File: config.mk
export PLATFORM = sky130hd
export DESIGN_NAME = sr_cmd_driver
export DESIGN_NICKNAME = d
export VERILOG_FILES = /design/src/rtl/sr_cmd_pkg.sv /design/src/rtl/sr_excite.sv /design/src/rtl/sr_cmd_driver.sv
export SDC_FILE = /design/constraint.sdc
export NUM_CORES = 1
export LEC_CHECK = 0
export ABC_AREA = 0
export BUFFER_PORTS_ARGS = -buffer_cell sky130_fd_sc_hd__clkbuf_2
export CAP_MARGIN = 15
export CELL_PAD_IN_SITES_DETAIL_PLACEMENT = 1
export CELL_PAD_IN_SITES_GLOBAL_PLACEMENT = 1
export CORE_MARGIN = 4
export CORE_UTILIZATION = 42
export CTS_CLUSTER_DIAMETER = 40
export DETAILED_ROUTE_END_ITERATION = 8
export GPL_ROUTABILITY_DRIVEN = 0
export PLACE_DENSITY = 0.81
export REMOVE_ABC_BUFFERS = 1
export SETUP_SLACK_MARGIN = 0.15
export SLEW_MARGIN = 15
export SYNTH_ARGS = -nofsm -noshare
export SYNTH_HDL_FRONTEND = slang
export SYNTH_SLANG_ARGS = --single-unit
export TNS_END_PERCENT = 1
File: constraint.sdc
create_clock -name clk -period 1.6 [get_ports clk]
set_input_delay 0.32 -clock clk [delete_from_list [all_inputs] [get_ports clk]]
set_output_delay 0.32 -clock clk [all_outputs]
set_load 0.03 [all_outputs]
File: src/rtl/sr_cmd_pkg.sv
// Shared types and helpers for the SR flop-bank command driver.
// Excitation codes map bit 1 to set and bit 0 to reset.
package sr_cmd_pkg;

  typedef enum logic [2:0] {
    ST_INIT,
    ST_IDLE,
    ST_DRIVE,
    ST_SETTLE,
    ST_DONE
  } state_t;

  localparam logic [1:0] EXC_HOLD    = 2'b00;
  localparam logic [1:0] EXC_RESET   = 2'b01;
  localparam logic [1:0] EXC_SET     = 2'b10;
  localparam logic [1:0] EXC_ILLEGAL = 2'b11;

  function automatic int nchunk(input int w, input int c);
    return w / c;
  endfunction

  // Never yields EXC_ILLEGAL: set and reset are mutually exclusive.
  function automatic logic [1:0] excite(
    input logic tgt,
    input logic shd,
    input logic en
  );
    if (!en || (tgt == shd)) return EXC_HOLD;
    return tgt ? EXC_SET : EXC_RESET;
  endfunction

endpackage

File: src/rtl/sr_excite.sv
// Combinational per-bit SR excitation: set, reset or hold.
// Bits outside the enable mask always hold.
module sr_excite
  import sr_cmd_pkg::*;
#(
  parameter int WIDTH = 8
) (
  input  logic [WIDTH-1:0] tgt_i,
  input  logic [WIDTH-1:0] shd_i,
  input  logic [WIDTH-1:0] en_i,
  output logic [WIDTH-1:0] s_o,
  output logic [WIDTH-1:0] r_o
);

  for (genvar i = 0; i < WIDTH; i++) begin : g_bit
    logic [1:0] code;
    assign code   = excite(tgt_i[i], shd_i[i], en_i[i]);
    assign s_o[i] = code[1];
    assign r_o[i] = code[0];
  end

endmodule

File: src/rtl/sr_cmd_driver.sv
// Chunked set/reset command driver for a bank of SR flops.
// Define READBACK_CHECK_EN to compare q_in with the shadow on completion.
module sr_cmd_driver
  import sr_cmd_pkg::*;
#(
  parameter int WIDTH      = 8,
  parameter int CHUNK      = 4,
  parameter int SETTLE_CYC = 2
) (
  input  logic             clk,
  input  logic             rst_n,
  input  logic             tgt_valid,
  output logic             tgt_ready,
  input  logic [WIDTH-1:0] tgt_data,
  output logic [WIDTH-1:0] s_out,
  output logic [WIDTH-1:0] r_out,
  input  logic [WIDTH-1:0] q_in,
  output logic             done,
  output logic             err
);

  localparam int NCH = nchunk(WIDTH, CHUNK);
  localparam int IW  = (NCH > 1) ? $clog2(NCH) : 1;
  localparam int CW  = $clog2(SETTLE_CYC + 1);

  state_t           state_q;
  logic             ready_q;
  logic             done_q;
  logic             err_q;
  logic [WIDTH-1:0] s_q;
  logic [WIDTH-1:0] r_q;
  logic [WIDTH-1:0] tgt_q;
  logic [WIDTH-1:0] shd_q;
  logic [IW-1:0]    idx_q;
  logic [CW-1:0]    cnt_q;

  logic [WIDTH-1:0] en;
  logic [WIDTH-1:0] s_d;
  logic [WIDTH-1:0] r_d;
  logic [WIDTH-1:0] shd_d;
  logic             mism;

  always_comb begin
    en = '0;
    for (int i = 0; i < WIDTH; i++) begin
      en[i] = (idx_q == IW'(i / CHUNK));
    end
  end

  sr_excite #(
    .WIDTH(WIDTH)
  ) u_excite (
    .tgt_i(tgt_q),
    .shd_i(shd_q),
    .en_i (en),
    .s_o  (s_d),
    .r_o  (r_d)
  );

  assign shd_d = (shd_q & ~en) | (tgt_q & en);

`ifdef READBACK_CHECK_EN
  assign mism = (q_in != shd_q);
`else
  logic unused_q_in;
  assign unused_q_in = ^q_in;
  assign mism        = 1'b0;
`endif

  always_ff @(posedge clk or negedge rst_n) begin
    if (!rst_n) begin
      state_q <= ST_INIT;
      ready_q <= 1'b0;
      done_q  <= 1'b0;
      err_q   <= 1'b0;
      s_q     <= '0;
      r_q     <= '0;
      tgt_q   <= '0;
      shd_q   <= '0;
      idx_q   <= '0;
      cnt_q   <= '0;
    end else begin
      done_q <= 1'b0;
      s_q    <= '0;
      r_q    <= '0;
      case (state_q)
        ST_INIT: begin
          r_q     <= '1;
          ready_q <= 1'b0;
          state_q <= ST_IDLE;
        end
        ST_IDLE: begin
          // Ready is raised one cycle after entering IDLE.
          if (!ready_q) begin
            ready_q <= 1'b1;
          end else if (tgt_valid) begin
            tgt_q   <= tgt_data;
            idx_q   <= '0;
            ready_q <= 1'b0;
            state_q <= ST_DRIVE;
          end
        end
        ST_DRIVE: begin
          s_q   <= s_d;
          r_q   <= r_d;
          shd_q <= shd_d;
          if (idx_q == IW'(NCH - 1)) begin
            cnt_q   <= CW'(SETTLE_CYC);
            state_q <= ST_SETTLE;
          end else begin
            idx_q <= idx_q + 1'b1;
          end
        end
        ST_SETTLE: begin
          if (cnt_q == CW'(1)) begin
            state_q <= ST_DONE;
          end else begin
            cnt_q <= cnt_q - 1'b1;
          end
        end
        ST_DONE: begin
          done_q  <= 1'b1;
          if (mism) err_q <= 1'b1;
          state_q <= ST_IDLE;
        end
        default: state_q <= ST_INIT;
      endcase
    end
  end

  assign tgt_ready = ready_q;
  assign s_out     = s_q;
  assign r_out     = r_q;
  assign done      = done_q;
  assign err       = err_q;

endmodule

==> summary.txt, run 1 <==
Status
  – Outcome: finished, final reports clean

Synthesis
  – Count of different cell masters after synthesis: 33
  – Top-area cell type share of the netlist area: about three fifths
  – Count leader, synth: dfrtp_1
  – Sequential area share after synthesis: between 50% and 60%
  – Mapped Area: around 0.0017 mm2
  – FF+latch count, synth: 40
  – Cells after Synth: between 100 and 150
  – EDFF count, synth: 0
  – Post-synth ARST share: 100.0%
  – Synth area leader: dfrtp_1
  – Synth top area cells: dfrtp_1 60%, mux2_2 8.0%, a21oi_1 3.6%, mux2_4 3.6%, nor3b_1 2.7%
  – Primary FF master, synth: dfrtp_1
  – Synth top cells by count: 40 x dfrtp_1, 12 x a21oi_1, 12 x mux2_2
  – Avg Inst Size Synth: ~13 um2
  – Synth warn: 0

Hold path
  – Hold Path Class: in -> async

CTS
  – Post-CTS Hold Buffers: 0
  – Clock Tree Buf Depth: 2
  – Clock transition at path regs: 0.07 ns
  – H-tree Lvls: 2
  – CTS buffer count: 5
  – Worst skew pair latency: 0.29 ns
  – CTS tree: done
  – Root Driver: clkbuf_8
  – Clock Sinks: 40

Power and ir drop
  – Worst vdd ir: just under 0.9 mV
  – Leak: roughly 0.99 nW
  – Total power: 4.084 mW
  – Power Density: 2064 mW/mm2

Critical path
  – RR Startpoint: state_q[1]
  – FF-to-FF End: tgt_q[7]
  – CP startpoint: state_q[1]
  – R2r worst-path depth: 3
  – Setup crit end: tgt_q[7]
  – Critical path fanouts, max: 9
  – Endpoint class of the critical path: flip-flop
  – Setup CP Type: reg -> reg
  – R2R Setup Slk: ~0.21 ns
  – Required time of the critical path: between 1.5 and 2 ns
  – Critical path launch point type: flip-flop
  – CP Data Arrival Time: approximately 1.6 ns

STA
  – Worst hold slack: ~0.079 ns
  – Setup violations, final: 0
  – RSZ-0062 raised after global routing: false
  – Rel. slew slack: between 60% and 70%
  – Hold Violations, Final: 0
  – Period utilisation layout: around 87%
  – Worst Skew: between 0.005 and 0.006 ns
  – Final max-slew violation count: 0
  – Slack of the critical path: around 0.21 ns
  – Sum of negative setup slack: 0 ns
  – Period minus WS final: roughly 1.4 ns
  – Slew @ Worst Pin: around 0.5 ns
  – Fmax: slightly above 0.7 GHz

Placed design
  – DP Area: approximately 0.0019 mm2
  – Buffers on Ports: 28
  – Placed cell count: 203
  – Post-DP HPWL: roughly 2400 um
  – Pre-CTS setup slack: around 0.16 ns

Finish
  – # diodes: 0
  – Design area: 0.001978 mm2
  – Share of layout cells above drive strength 1: between 40% and 50%
  – Layout Nets: around 180
  – Fin cells: around 210
  – FF+latch area: roughly 0.0010 mm2
  – Final core area utilization: between 50% and 60%
  – Area of the multi-input gates: 599.3 um2
  – Layout area overhead: 17.72%
  – Fill cell count: 395

Global route
  – Largest net degree at the start of global routing: 41
  – Vias in the first global route: between 1,000 and 1,500
  – GR Overflow Total: 0
  – Initial antenna violation count: 0
  – Total GRT Usage: about 15%
  – First-pass GRT wire length: between 5000 and 6000 um

Detailed routing
  – Vias: 1,096
  – First-iteration detailed-routing DRC count: 35
  – Vias/cell: 5.194
  – Drt pass-1 iters: 2
  – Remaining DRCs: 0
  – DR WL/cell: ~16 um
  – Final WL: ~3500 um
  – Routed Antenna Nets: 0

Die
  – Number of I/O pins: 38
  – Die X: between 70 and 80 um
  – Starting Density: approximately 45%
  – Std cell rows: 22
  – Die area: a little over 0.005 mm2
  – Core region area: roughly 0.0038 mm2
  – Die Height: about 71 um

Flow run
  – Max-cap violations: 0
==> cell usage in the layout, fill, tap and decap left out, drive strengths merged, types with 2 or more instances in the layout <==
master	netlist	final
nor2b	2	2
buf	6	7
o21ai	5	5
nor3b	6	6
nand2	4	4
a21oi	12	12
nor3	4	4
clkbuf	1	35
dfrtp	40	40
nand3b	4	4
mux2	16	16
nand3	3	3
nor2	6	6
inv	7	7
==> layout make-up <==
type	count	area share (%)
well taps	48	3.036
inverters	7	1.328
repair buffers	35	9.741
flip-flops and latches	40	50.73
clock buffers	7	4.870
multi-input cells	74	30.30
==> per-layer routing <==
metal / vias up / share of wire [%] / routed length [um] / global-route usage [%]
met3: 5 / 5.4 / 187 / 6.311
met4: 0 / 1.6 / 54 / 5.010
met2: 30 / 52 / 1797 / 25.10
met1: 554 / 41 / 1417 / 16.73
met5: - / 0 / 0 / 0
li1: 507 / - / - / -
==> how the worst min path moves through the flow <==
stage | from | endpoint | slack, ns | cells after the start
after floorplan | rst_n | asynchronous set/reset pin | 0.02 | 0
after global placement | rst_n | done | 0.40 | 2
after detailed placement | rst_n | asynchronous set/reset pin | 0.41 | 2
after CTS | rst_n | asynchronous set/reset pin | 0.09 | 2
after global routing | rst_n | asynchronous set/reset pin | 0.11 | 2
final | rst_n | tgt_q[6] | 0.08 | 2
==> power by group <==
| part | switching (mW) | total [mW] | leakage [nW] | internal (mW) |
|---|---|---|---|---|
| clock | 0.321 | 0.704 | 0.0503 | 0.384 |
| sequential | 0.341 | 1.76 | 0.505 | 1.42 |
| combinational | 0.907 | 1.62 | 0.430 | 0.711 |
| total | 1.57 | 4.08 | 0.986 | 2.51 |
==> kinds of logic (layout without fill, tap and decap cells) <==
kind of cell	Yosys count	after routing	synth area share (%)
adders and majority gates	1	1	0.7445
AOI/OAI and AO/OA	23	23	7.745
muxes	16	16	11.62
DFF	40	40	59.57
and+or+nand+nor	33	33	15.34
buffers and inverters	14	49	4.765
other	1	1	0.2232
==> timing repair <==
item | CTS | global route
pin swaps | 0 | 1
resized for setup | 1 | 1
buffers inserted | 0 | 1
setup endpoints to repair | 1 | 7
==> worst max-delay path, cell delays in order, from the launching register on <==
cell,delay (ns)
dfrtp_2,0.48
buf_4,0.20
nor2_8,0.22
mux2_2,0.36
(Power assumes the default switching activity.)
==> run 2, diff against run 1 <==
--- a/config.mk
+++ b/config.mk
@@ -15,11 +15,13 @@
 export CTS_CLUSTER_DIAMETER = 40
 export DETAILED_ROUTE_END_ITERATION = 8
 export GPL_ROUTABILITY_DRIVEN = 0
+export GPL_TIMING_DRIVEN = 0
 export PLACE_DENSITY = 0.81
 export REMOVE_ABC_BUFFERS = 1
 export SETUP_SLACK_MARGIN = 0.15
 export SLEW_MARGIN = 15
 export SYNTH_ARGS = -nofsm -noshare
 export SYNTH_HDL_FRONTEND = slang
+export SYNTH_HIERARCHICAL = 1
 export SYNTH_SLANG_ARGS = --single-unit
 export TNS_END_PERCENT = 1
==> run 2 against run 1 <==
  * Register-to-register slack got worse by 0.16 ns
  * Hold slack gained 0.091 ns
  * Worst setup slack got worse by 0.16 ns
  * Final cell count grew 3.8%
  * Total power up 5.2%
  * Die area up 1.3%
  * Sequential power shrank 2%
  * Global-route usage grew 1.2 points
  * Largest cell class unchanged
==> summary.txt, run 2 <==
STA
  – RSZ-0062 raised after global routing: true (was false)
  – Worst hold slack: 0.1700 ns (was 0.07920 ns)
  – Period utilisation layout: 96.67% (was 86.74%)
  – Period minus WS final: 1.547 ns (was 1.388 ns)
  – Final max-slew violation count: 0 (unchanged)
  – Setup violations, final: 0 (unchanged)
  – Fmax: 0.6465 GHz (was 0.7205 GHz)
  – Hold Violations, Final: 0 (unchanged)
  – Slew @ Worst Pin: 0.9753 ns (was 0.5067 ns)
  – Sum of negative setup slack: 0 ns (unchanged)
  – Rel. slew slack: 34.98% (was 66.22%)
  – Worst Skew: 0.007412 ns (was 0.005602 ns)

Power and ir drop
  – Total power: 4.296 mW (was 4.084 mW)
  – Worst vdd ir: 0.9049 mV (was 0.8674 mV)
  – Leak: 1.078 nW (was 0.9856 nW)
  – Power Density: 2065 mW/mm2 (was 2064 mW/mm2)

CTS
  – Clock transition at path regs: 0.08 ns (was 0.07 ns)
  – Post-CTS Hold Buffers: 0 (unchanged)
  – CTS tree: done (unchanged)
  – Clock Tree Buf Depth: 2 (unchanged)
  – Root Driver: clkbuf_8 (unchanged)
  – CTS buffer count: 5 (unchanged)
  – Worst skew pair latency: 0.30 ns (was 0.29 ns)
  – Clock Sinks: 40 (unchanged)
  – H-tree Lvls: 2 (unchanged)

Synthesis
  – Primary FF master, synth: dfrtp_1 (unchanged)
  – Synth warn: 6 (was 0)
  – Count leader, synth: dfrtp_1 (unchanged)
  – Post-synth ARST share: 100.0% (unchanged)
  – Avg Inst Size Synth: 12.73 um2 (was 13.13 um2)
  – EDFF count, synth: 0 (unchanged)
  – Top-area cell type share of the netlist area: 58.69% (was 59.57%)
  – Mapped Area: 0.001705 mm2 (was 0.001680 mm2)
  – Count of different cell masters after synthesis: 28 (was 33)
  – Synth area leader: dfrtp_1 (unchanged)
  – Synth top cells by count: 40 x dfrtp_1, 16 x and3b_1, 16 x mux2_2 (was 40 x dfrtp_1, 12 x a21oi_1, 12 x mux2_2)
  – Cells after Synth: 134 (was 128)
  – Synth top area cells: dfrtp_1 59%, mux2_2 11%, and3b_1 8.2%, a21oi_1 2.9%, and3_1 2.9% (was dfrtp_1 60%, mux2_2 8.0%, a21oi_1 3.6%, mux2_4 3.6%, nor3b_1 2.7%)
  – FF+latch count, synth: 40 (unchanged)
  – Sequential area share after synthesis: 58.69% (was 59.57%)

Finish
  – Share of layout cells above drive strength 1: 40.35% (was 41.72%)
  – Layout Nets: 190 (was 183)
  – Commonest non-fill, non-tap cell in the layout: dfrtp_1 (unchanged)
  – # diodes: 0 (unchanged)
  – Fin cells: 219 (was 211)
  – Most frequent cells in the layout: 36 x dfrtp_1, 28 x clkbuf_2, 16 x and3b_1, 12 x inv_1, 10 x a21oi_1 (was 38 x dfrtp_1, 28 x clkbuf_2, 12 x a21oi_1, 12 x mux2_2)
  – Design area: 0.002081 mm2 (was 0.001978 mm2)
  – Fill cell count: 399 (was 395)
  – Layout area overhead: 22.01% (was 17.72%)

Die
  – Number of I/O pins: 38 (unchanged)
  – Starting Density: 44.89% (was 44.56%)
  – Core region area: 0.003799 mm2 (was 0.003771 mm2)
  – Std cell rows: 22 (unchanged)
  – Die area: 0.005144 mm2 (was 0.005077 mm2)
  – Die X: 71.72 um (was 71.25 um)
  – Die Height: 71.72 um (was 71.25 um)

Critical path
  – R2r worst-path depth: 3 (unchanged)
  – Required time of the critical path: 1.79 ns (was 1.77 ns)
  – RR Startpoint: state_q[1] (unchanged)
  – CP startpoint: state_q[1] (unchanged)
  – Critical path fanouts, max: 4 (was 9)
  – CP Data Arrival Time: 1.73 ns (was 1.56 ns)
  – Setup CP Type: reg -> reg (unchanged)
  – Endpoint class of the critical path: flip-flop (unchanged)
  – Critical path launch point type: flip-flop (unchanged)
  – R2R Setup Slk: 0.05 ns (was 0.21 ns)

Detailed routing
  – Vias: 1,156 (was 1,096)
  – Remaining DRCs: 0 (unchanged)
  – Vias/cell: 5.279 (was 5.194)
  – Routed Antenna Nets: 0 (unchanged)
  – Drt pass-1 iters: 4 (was 2)
  – First-iteration detailed-routing DRC count: 75 (was 35)
  – DR WL/cell: 17.13 um (was 16.38 um)
  – Final WL: 3752 um (was 3456 um)

Placed design
  – DP Area: 0.001861 mm2 (was 0.001872 mm2)
  – Placed cell count: 203 (unchanged)
  – Buffers on Ports: 28 (unchanged)
  – Post-DP HPWL: 2386 um (was 2420 um)

Global route
  – Vias in the first global route: 1,241 (was 1,177)
  – GR Overflow Total: 0 (unchanged)
  – First-pass GRT wire length: 6182 um (was 5699 um)
  – Total GRT Usage: 16.05% (was 14.80%)
  – Initial antenna violation count: 0 (unchanged)
  – Largest net degree at the start of global routing: 41 (unchanged)

Status
  – Outcome: finished, final reports clean (unchanged)

Flow run
  – Max-cap violations: 0 (unchanged)

Hold path
  – Hold Path Class: in -> async (unchanged)
## run 2: changes by cell type after synthesis, sizes merged, moves of 4 or more
cell    before  now
nor3b        6    0
inv          7   12
and3         0    8
and3b        0   16
nand3b       4    0
## run 2: stage by stage
stage / setup slack [ns] / utilization, %
global route: 0.01911 / 54.78
floorplan: -0.1390 / -
CTS: 0.05982 / 53.89
finish: 0.05325 / 54.78
detailed placement: -0.4404 / 48.98
global placement: -0.3822 / 48.98
## run 2: cell type report
cell class	count	area [um2]	area share, %
multi-input combinational	75	643.1	30.91
timing repair buffer	36	216.5	10.40
clock inverter	2	35.03	1.684
inverter	12	45.04	2.165
sequential	40	1008	48.47
clock buffer	6	72.57	3.488
tap	48	60.06	2.886
## run 2: worst max-delay path by stage
stage	end	cells after the start	slack, ns
floorplan	flip-flop	3	-0.14
global placement	flip-flop	3	-0.38
detailed placement	flip-flop	3	-0.44
CTS	flip-flop	3	0.06
global route	tgt_q[5]	4	0.02
finish	flip-flop	3	0.05
## run 2: cell families (layout without fill, tap and decap cells)
group	after synthesis	count (layout)	share of synthesized area (%)
flip-flops	40	40	58.69
AND/OR/NAND/NOR	38	38	17.97
buffers and inverters	19	56	5.282
AO/OA/AOI/OAI	18	18	5.944
multiplexers	17	17	11.15
adder cells (fa/ha/maj)	1	1	0.7336
other	1	1	0.2199
## run 2: repair_timing
item | 4_1_cts | 5_1_grt
gates resized for setup | 4 | 10
pin swaps | 2 | 2
setup buffers | 8 | 0
cloned | 0 | 0
endpoints found under the setup margin | 20 | 25
## run 2: routing by layer
layer	share of wire [%]	global-route usage, %	up-vias
li1	-	-	534
met1	42	19.12	589
met2	52	27.04	24
met3	3.6	3.506	9
met4	2.8	8.351	0
met5	0	0	-
## run 2: worst max-delay path, stage by stage, from the launching register on
cell,delay (ns)
dfrtp_4,0.44
or3b_4,0.44
nor2_4,0.19
mux2_2,0.36
## run 2: where the power goes
part / leakage [nW] / total (mW) / switching (mW) / internal [mW]
clock network: 0.0552 / 0.809 / 0.347 / 0.463
registers: 0.502 / 1.72 / 0.291 / 1.43
logic: 0.521 / 1.77 / 0.962 / 0.806
